===== config.mk =====
export PLATFORM = sky130hd
export DESIGN_NAME = turret_sprite_fetch
export DESIGN_NICKNAME = d
export VERILOG_FILES = /design/src/rtl/turret_pkg.sv /design/src/rtl/turret_rot_fsm.sv /design/src/rtl/turret_sprite_fetch.sv
export SDC_FILE = /design/constraint.sdc
export NUM_CORES = 1
export LEC_CHECK = 0
export CORE_ASPECT_RATIO = 1.25
export CORE_MARGIN = 1
export CORE_UTILIZATION = 39
export CTS_CLUSTER_DIAMETER = 80
export DETAILED_ROUTE_END_ITERATION = 7
export PLACE_DENSITY = 0.71
export SYNTH_ARGS = -nofsm -noshare
export SYNTH_HDL_FRONTEND = slang
export SYNTH_HIERARCHICAL = 1
export SYNTH_SLANG_ARGS = --single-unit

===== constraint.sdc =====
create_clock -name Clk -period 3.1 [get_ports Clk]
set_clock_uncertainty 0.1 [all_clocks]
set_input_delay 0.62 -clock Clk [delete_from_list [all_inputs] [get_ports Clk]]
set_output_delay 0.62 -clock Clk [all_outputs]
set_load 0.05 [all_outputs]

===== src/rtl/turret_pkg.sv =====
// Shared types and defaults for the turret sprite fetch path: orientation type,
// sprite geometry defaults, colour key and the rotation state encoding.
package turret_pkg;

   typedef logic [2:0] dir_t;

   localparam int unsigned SPRITE_W_DEF        = 32;
   localparam int unsigned SPRITE_H_DEF        = 32;
   localparam logic [7:0]  TRANSPARENT_IDX_DEF = 8'h00;

   typedef enum logic {
      ST_IDLE,
      ST_ROTATE
   } rot_state_t;

   // One 45-degree step toward tgt by the shortest path; a half-turn goes clockwise.
   function automatic dir_t step_toward(input dir_t cur, input dir_t tgt);
      dir_t diff;
      diff = tgt - cur;
      if (diff == 3'd0)
         return cur;
      else if (diff <= 3'd4)
         return cur + 3'd1;
      else
         return cur - 3'd1;
   endfunction

endpackage


===== src/rtl/turret_rot_fsm.sv =====
// Turret rotation sequencer: walks dir_cur toward dir_target one step every
// ROT_FRAMES frames, changing orientation only on frame_start.
module turret_rot_fsm
   import turret_pkg::*;
#(
   parameter int unsigned ROT_FRAMES = 4
) (
   input  logic clk_i,
   input  logic rst_i,
   input  logic frame_start_i,
   input  dir_t dir_target_i,
   output dir_t dir_cur_o
);

   localparam logic [7:0] LAST_FRAME = 8'(ROT_FRAMES - 1);

   rot_state_t state_q;
   logic [7:0] cnt_q;
   dir_t       dir_q;
   dir_t       dir_step_d;

   always_comb begin
      dir_step_d = step_toward(dir_q, dir_target_i);
   end

   always_ff @(posedge clk_i) begin
      if (rst_i) begin
         state_q <= ST_IDLE;
         cnt_q   <= '0;
         dir_q   <= '0;
      end else begin
         case (state_q)
            ST_IDLE: begin
               if (dir_target_i != dir_q) begin
                  state_q <= ST_ROTATE;
                  cnt_q   <= '0;
               end
            end
            ST_ROTATE: begin
               // A retarget onto the current orientation ends the rotation at once.
               if (dir_target_i == dir_q) begin
                  state_q <= ST_IDLE;
               end else if (frame_start_i) begin
                  if (cnt_q == LAST_FRAME) begin
                     dir_q <= dir_step_d;
                     cnt_q <= '0;
                     if (dir_step_d == dir_target_i)
                        state_q <= ST_IDLE;
                  end else begin
                     cnt_q <= cnt_q + 8'd1;
                  end
               end
            end
            default: state_q <= ST_IDLE;
         endcase
      end
   end

   assign dir_cur_o = dir_q;

endmodule


===== src/rtl/turret_sprite_fetch.sv =====
// Turret sprite fetch: frame-latched position, hit test, ROM address generation
// and a fixed 3-cycle pixel pipeline around a 1-cycle synchronous sprite ROM.
module turret_sprite_fetch
   import turret_pkg::*;
#(
   parameter int unsigned SPRITE_W        = SPRITE_W_DEF,
   parameter int unsigned SPRITE_H        = SPRITE_H_DEF,
   parameter int unsigned ROT_FRAMES      = 4,
   parameter logic [7:0]  TRANSPARENT_IDX = TRANSPARENT_IDX_DEF
) (
   input  logic        Clk,
   input  logic        Reset,
   input  logic        frame_start,
   input  logic [9:0]  DrawX,
   input  logic [9:0]  DrawY,
   input  logic [9:0]  turret_x,
   input  logic [9:0]  turret_y,
   input  logic [2:0]  dir_target,
   output logic [12:0] rom_addr,
   input  logic [7:0]  rom_q,
   output logic [7:0]  pix_index,
   output logic        pix_valid,
   output logic [2:0]  dir_cur
);

   localparam int unsigned XW = $clog2(SPRITE_W);
   localparam int unsigned YW = $clog2(SPRITE_H);

   logic [9:0]  x_q, y_q;
   logic [10:0] dx_d, dy_d;
   logic        hit_d;
   logic [12:0] addr_d;
   logic [12:0] rom_addr_q;
   logic        hit1_q, hit2_q;
   logic        opaque_d;
   logic        pix_valid_q;
   logic [7:0]  pix_index_q;
   dir_t        dir_cur_w;

   turret_rot_fsm #(
      .ROT_FRAMES (ROT_FRAMES)
   ) u_rot (
      .clk_i         (Clk),
      .rst_i         (Reset),
      .frame_start_i (frame_start),
      .dir_target_i  (dir_target),
      .dir_cur_o     (dir_cur_w)
   );

   // 11-bit differences: a pixel left of / above the sprite sets bit 10 and misses.
   always_comb begin
      dx_d   = {1'b0, DrawX} - {1'b0, x_q};
      dy_d   = {1'b0, DrawY} - {1'b0, y_q};
      hit_d  = (dx_d < 11'(SPRITE_W)) && (dy_d < 11'(SPRITE_H));
      addr_d = '0;
      if (hit_d)
         addr_d = 13'({dir_cur_w, dy_d[YW-1:0], dx_d[XW-1:0]});
   end

   always_comb begin
      opaque_d = hit2_q && (rom_q != TRANSPARENT_IDX);
   end

   always_ff @(posedge Clk) begin
      if (Reset) begin
         x_q         <= '0;
         y_q         <= '0;
         rom_addr_q  <= '0;
         hit1_q      <= 1'b0;
         hit2_q      <= 1'b0;
         pix_valid_q <= 1'b0;
         pix_index_q <= '0;
      end else begin
         if (frame_start) begin
            x_q <= turret_x;
            y_q <= turret_y;
         end
         rom_addr_q  <= addr_d;
         hit1_q      <= hit_d;
         hit2_q      <= hit1_q;
         pix_valid_q <= opaque_d;
         pix_index_q <= opaque_d ? rom_q : 8'h00;
      end
   end

   assign rom_addr  = rom_addr_q;
   assign pix_valid = pix_valid_q;
   assign pix_index = pix_index_q;
   assign dir_cur   = dir_cur_w;

endmodule


==> run metrics <==
run status=finished clean; clk buf depth=2; Top FF cell, synth=dfxtp_1; Worst Hold Class=reg2reg; routed len/inst=13.1 µm; CP arrival=3.08 ns; Non-Filler Instances=608; global-route wire length before repair=13100 µm; Relative slew margins=56.9%; area taken by multi-input logic gates=2190 µm²; capturing point of the worst reg2reg path=u_rot/state_q$_SDFF_PP0_; crit-path max cell delay=0.58 ns; row count=37; initial DRC count=106; CP max FO=7; Synth Net Count=466; Max H-tree Level=2; GPL Wtd Cong=0.829; Buf/Inv on CP=3; final setup fails=0; DR DRC count=0; Seq/Total Area, Yosys=32.7%; Post-Synthesis Cells=386; Worst setup SP type=input pin; sequential standard cell area=1120 µm²; Seq cells post-synth=56; synth-to-layout area growth=37.9%; EDFF count, synth=0; hold buffers post-CTS=0; delay-heaviest family, CP=simple AND/OR/NAND/NOR gates; Initial Utilization=40.9%; clk root buf=clkbuf_8; Die ar.=9180 µm²; Max Cap Violations=0; Synth Area per Inst=8.88 µm²; Layout fillers=757; ANT cells=0; Post-Place Cells=597; DRT Pass-1 Iters=6; pwr dens=352 nW/µm²; nets=570; share of cells above drive strength 1=14.5%; count of unique library cells instantiated by Yosys=60; total gr overflow=0; CP Data Required Time=3.22 ns; highest clock rate=337 MHz; vias in the first global route=2997; Setup CP Type=in2reg; pin count of the biggest net entering global routing=22; Clk pin slew, worst setup/hold paths=0.10 ns; Cell Chain, Critical Path=clkdlybuf4s50_1 -> inv_1 -> fa_2 -> nand2b_4 -> a21o_1 -> a31oi_4 -> nor3_2 -> or4_4 -> buf_8 -> nor4_2; ys async rst share=0%; R2R Path Start=u_rot/dir_cur_o[1]$_SDFFE_PP0P_; worst reg2reg path depth=10; worst hold path stage count=1; Ports=79; Tmin final=2.96 ns; Core ar.=8380 µm²; unrepaired setup endpoints after global routing=no; Slew @ Worst Pin=0.646 ns; final WL=7940 µm; die extent in y=107 µm; Vias/cell=5.06; max-slew violations=0; YS warnings=6; clk sink count=56; Hold EP=hit2_q$_SDFF_PP0_; cts bufs inserted=5; Peak VDD IR=0.227 mV; P_leak=1.88 nW; Die Width=85.9 µm; Routed Antenna Nets=0; via count=3079; mapped cell area=3430 µm²; R2R Setup Slk=0.39 ns; hold_sp=hit1_q$_SDFF_PP0_; IO buf count=78; Tot GR Track Use=17.7%; Crit. End Element=register; DPL Wire Length=6090 µm; initial antenna violation count=0; Skew-Pair Late Insertion Delay=0.31 ns; hold_ws=0.372 ns; CTS tree=yes; Fin. Hold Viols=0; slowest stage cell, crit path=or4_4; Final Cycle Share=95.6%
==> worst reg2reg max path: cells and delay by family (launching register included) <==
kind,cells,cell delay (ns)
compound gates,3,0.63
buf+inv,2,0.21
xor+xnor,1,0.17
fa+ha+maj,2,0.84
flops,1,0.48
simple gates,2,0.15
==> per-stage QoR <==
stage / utilization (%) / worst slack, ns / power [mW] / instance area, µm² / TNS (ns)
floorplan: - / 0.0462 / 1.06 / 3430 / 0
global placement: 53.7 / -0.328 / 1.22 / 4500 / -4.56
detailed placement: 53.7 / -0.447 / 1.23 / 4500 / -5.28
CTS: 55.7 / 0.0316 / 1.67 / 4670 / 0
global route: 56.4 / 0.00156 / 1.76 / 4730 / 0
finish: 56.4 / 0.136 / 1.67 / 4730 / 0
==> sequential cells by signal, indices dropped and copies added (netlist names) <==
| register | flops |
|---|---|
| u_rot/cnt_q | 8 |
| y_q | 10 |
| rom_addr | 13 |
| x_q | 10 |
| hit1_q | 1 |
| hit2_q | 1 |
| u_rot/dir_cur_o | 3 |
| pix_index | 8 |
| pix_valid | 1 |
| u_rot/state_q | 1 |
==> where the power goes <==
group | internal (mW) | total [mW] | switching (mW) | leakage, nW
Combinational | 0.246 | 0.510 | 0.264 | 1.38
Clock | 0.163 | 0.409 | 0.246 | 0.0485
Sequential | 0.737 | 0.747 | 0.0103 | 0.456
==> cell usage in the layout, fill, tap and decap left out, drive strengths merged, types with 4 or more instances in the layout <==
| master | count |
|---|---|
| a21o | 7 |
| a21oi | 17 |
| and2 | 11 |
| buf | 33 |
| clkbuf | 5 |
| clkdlybuf4s50 | 77 |
| dfxtp | 56 |
| ha | 23 |
| inv | 33 |
| mux2i | 22 |
| nand2 | 18 |
| nand2b | 9 |
| nand3 | 16 |
| nand3b | 5 |
| nand4 | 5 |
| nor2 | 43 |
| nor2b | 6 |
| nor3 | 8 |
| nor4 | 18 |
| o211ai | 4 |
| o21ai | 7 |
| xnor2 | 10 |
| xor2 | 9 |
==> worst max-delay path by stage <==
stage / from / to / depth (start not counted)
2_1_floorplan: u_rot/dir_cur_o[1]$_SDFFE_PP0P_ / u_rot/dir_cur_o[2]$_SDFFE_PP0P_ / 10
3_3_place_gp: DrawX[0] / rom_addr[12]$_SDFF_PP0_ / 11
3_5_place_dp: DrawX[0] / rom_addr[12]$_SDFF_PP0_ / 11
4_1_cts: DrawX[0] / rom_addr[4]$_SDFF_PP0_ / 11
5_1_grt: DrawY[0] / rom_addr[12]$_SDFF_PP0_ / 11
6_report: DrawX[1] / rom_addr[11]$_SDFF_PP0_ / 10
==> layer usage <==
metal  wire (µm)  track usage, %
met5           0               0
met4          98            6.31
met3         220            2.62
met2        4300            33.8
met1        3320            19.5
==> layout make-up <==
| cell class | instances | share of cell area [%] |
|---|---|---|
| clock buffer | 5 | 1.46 |
| clock inverter | 3 | 0.476 |
| inverter | 32 | 2.54 |
| multi-input combinational | 284 | 46.3 |
| sequential | 56 | 23.7 |
| tap | 117 | 3.10 |
| timing repair buffer | 111 | 22.4 |
==> Yosys cell counts (5+ instances only) <==
cell / instances / area (µm²)
nor3_1: 8 / 40.0
nand2_1: 18 / 67.6
and2_1: 11 / 68.8
xor2_1: 8 / 70.1
inv_1: 32 / 120
xnor2_1: 10 / 87.6
nor2b_1: 6 / 37.5
o21ai_0: 6 / 30.0
nor4_1: 7 / 43.8
nand4_1: 5 / 31.3
nand2b_1: 9 / 56.3
nand3_1: 16 / 80.1
ha_1: 23 / 288
nor2_1: 43 / 161
mux2i_1: 22 / 220
a21o_1: 7 / 52.6
nand3b_1: 5 / 37.5
dfxtp_1: 56 / 1120
nor4_2: 10 / 125
clkbuf_1: 7 / 26.3
a21oi_1: 16 / 80.1
==> kinds of logic (layout without fill, tap and decap cells) <==
logic type      after synthesis  count (layout)  share of synthesized area (%)
simple gates                151             151                           25.3
compound gates               65              65                           13.9
flops                        56              56                           32.7
buf+inv                      46             151                           5.80
fa+ha+maj                    26              26                           10.1
mux                          23              23                           6.75
xor+xnor                     19              19                           5.40
==> repair_timing <==
| item | 4_1_cts | 5_1_grt |
|---|---|---|
| setup endpoints to repair | 14 | 14 |
| pin swaps | 2 | 8 |
| gates resized for setup | 9 | 9 |
| setup buffers | 1 | 1 |
| gates cloned | 1 | 0 |
No activity file was read; power rests on OpenSTA's default activity.
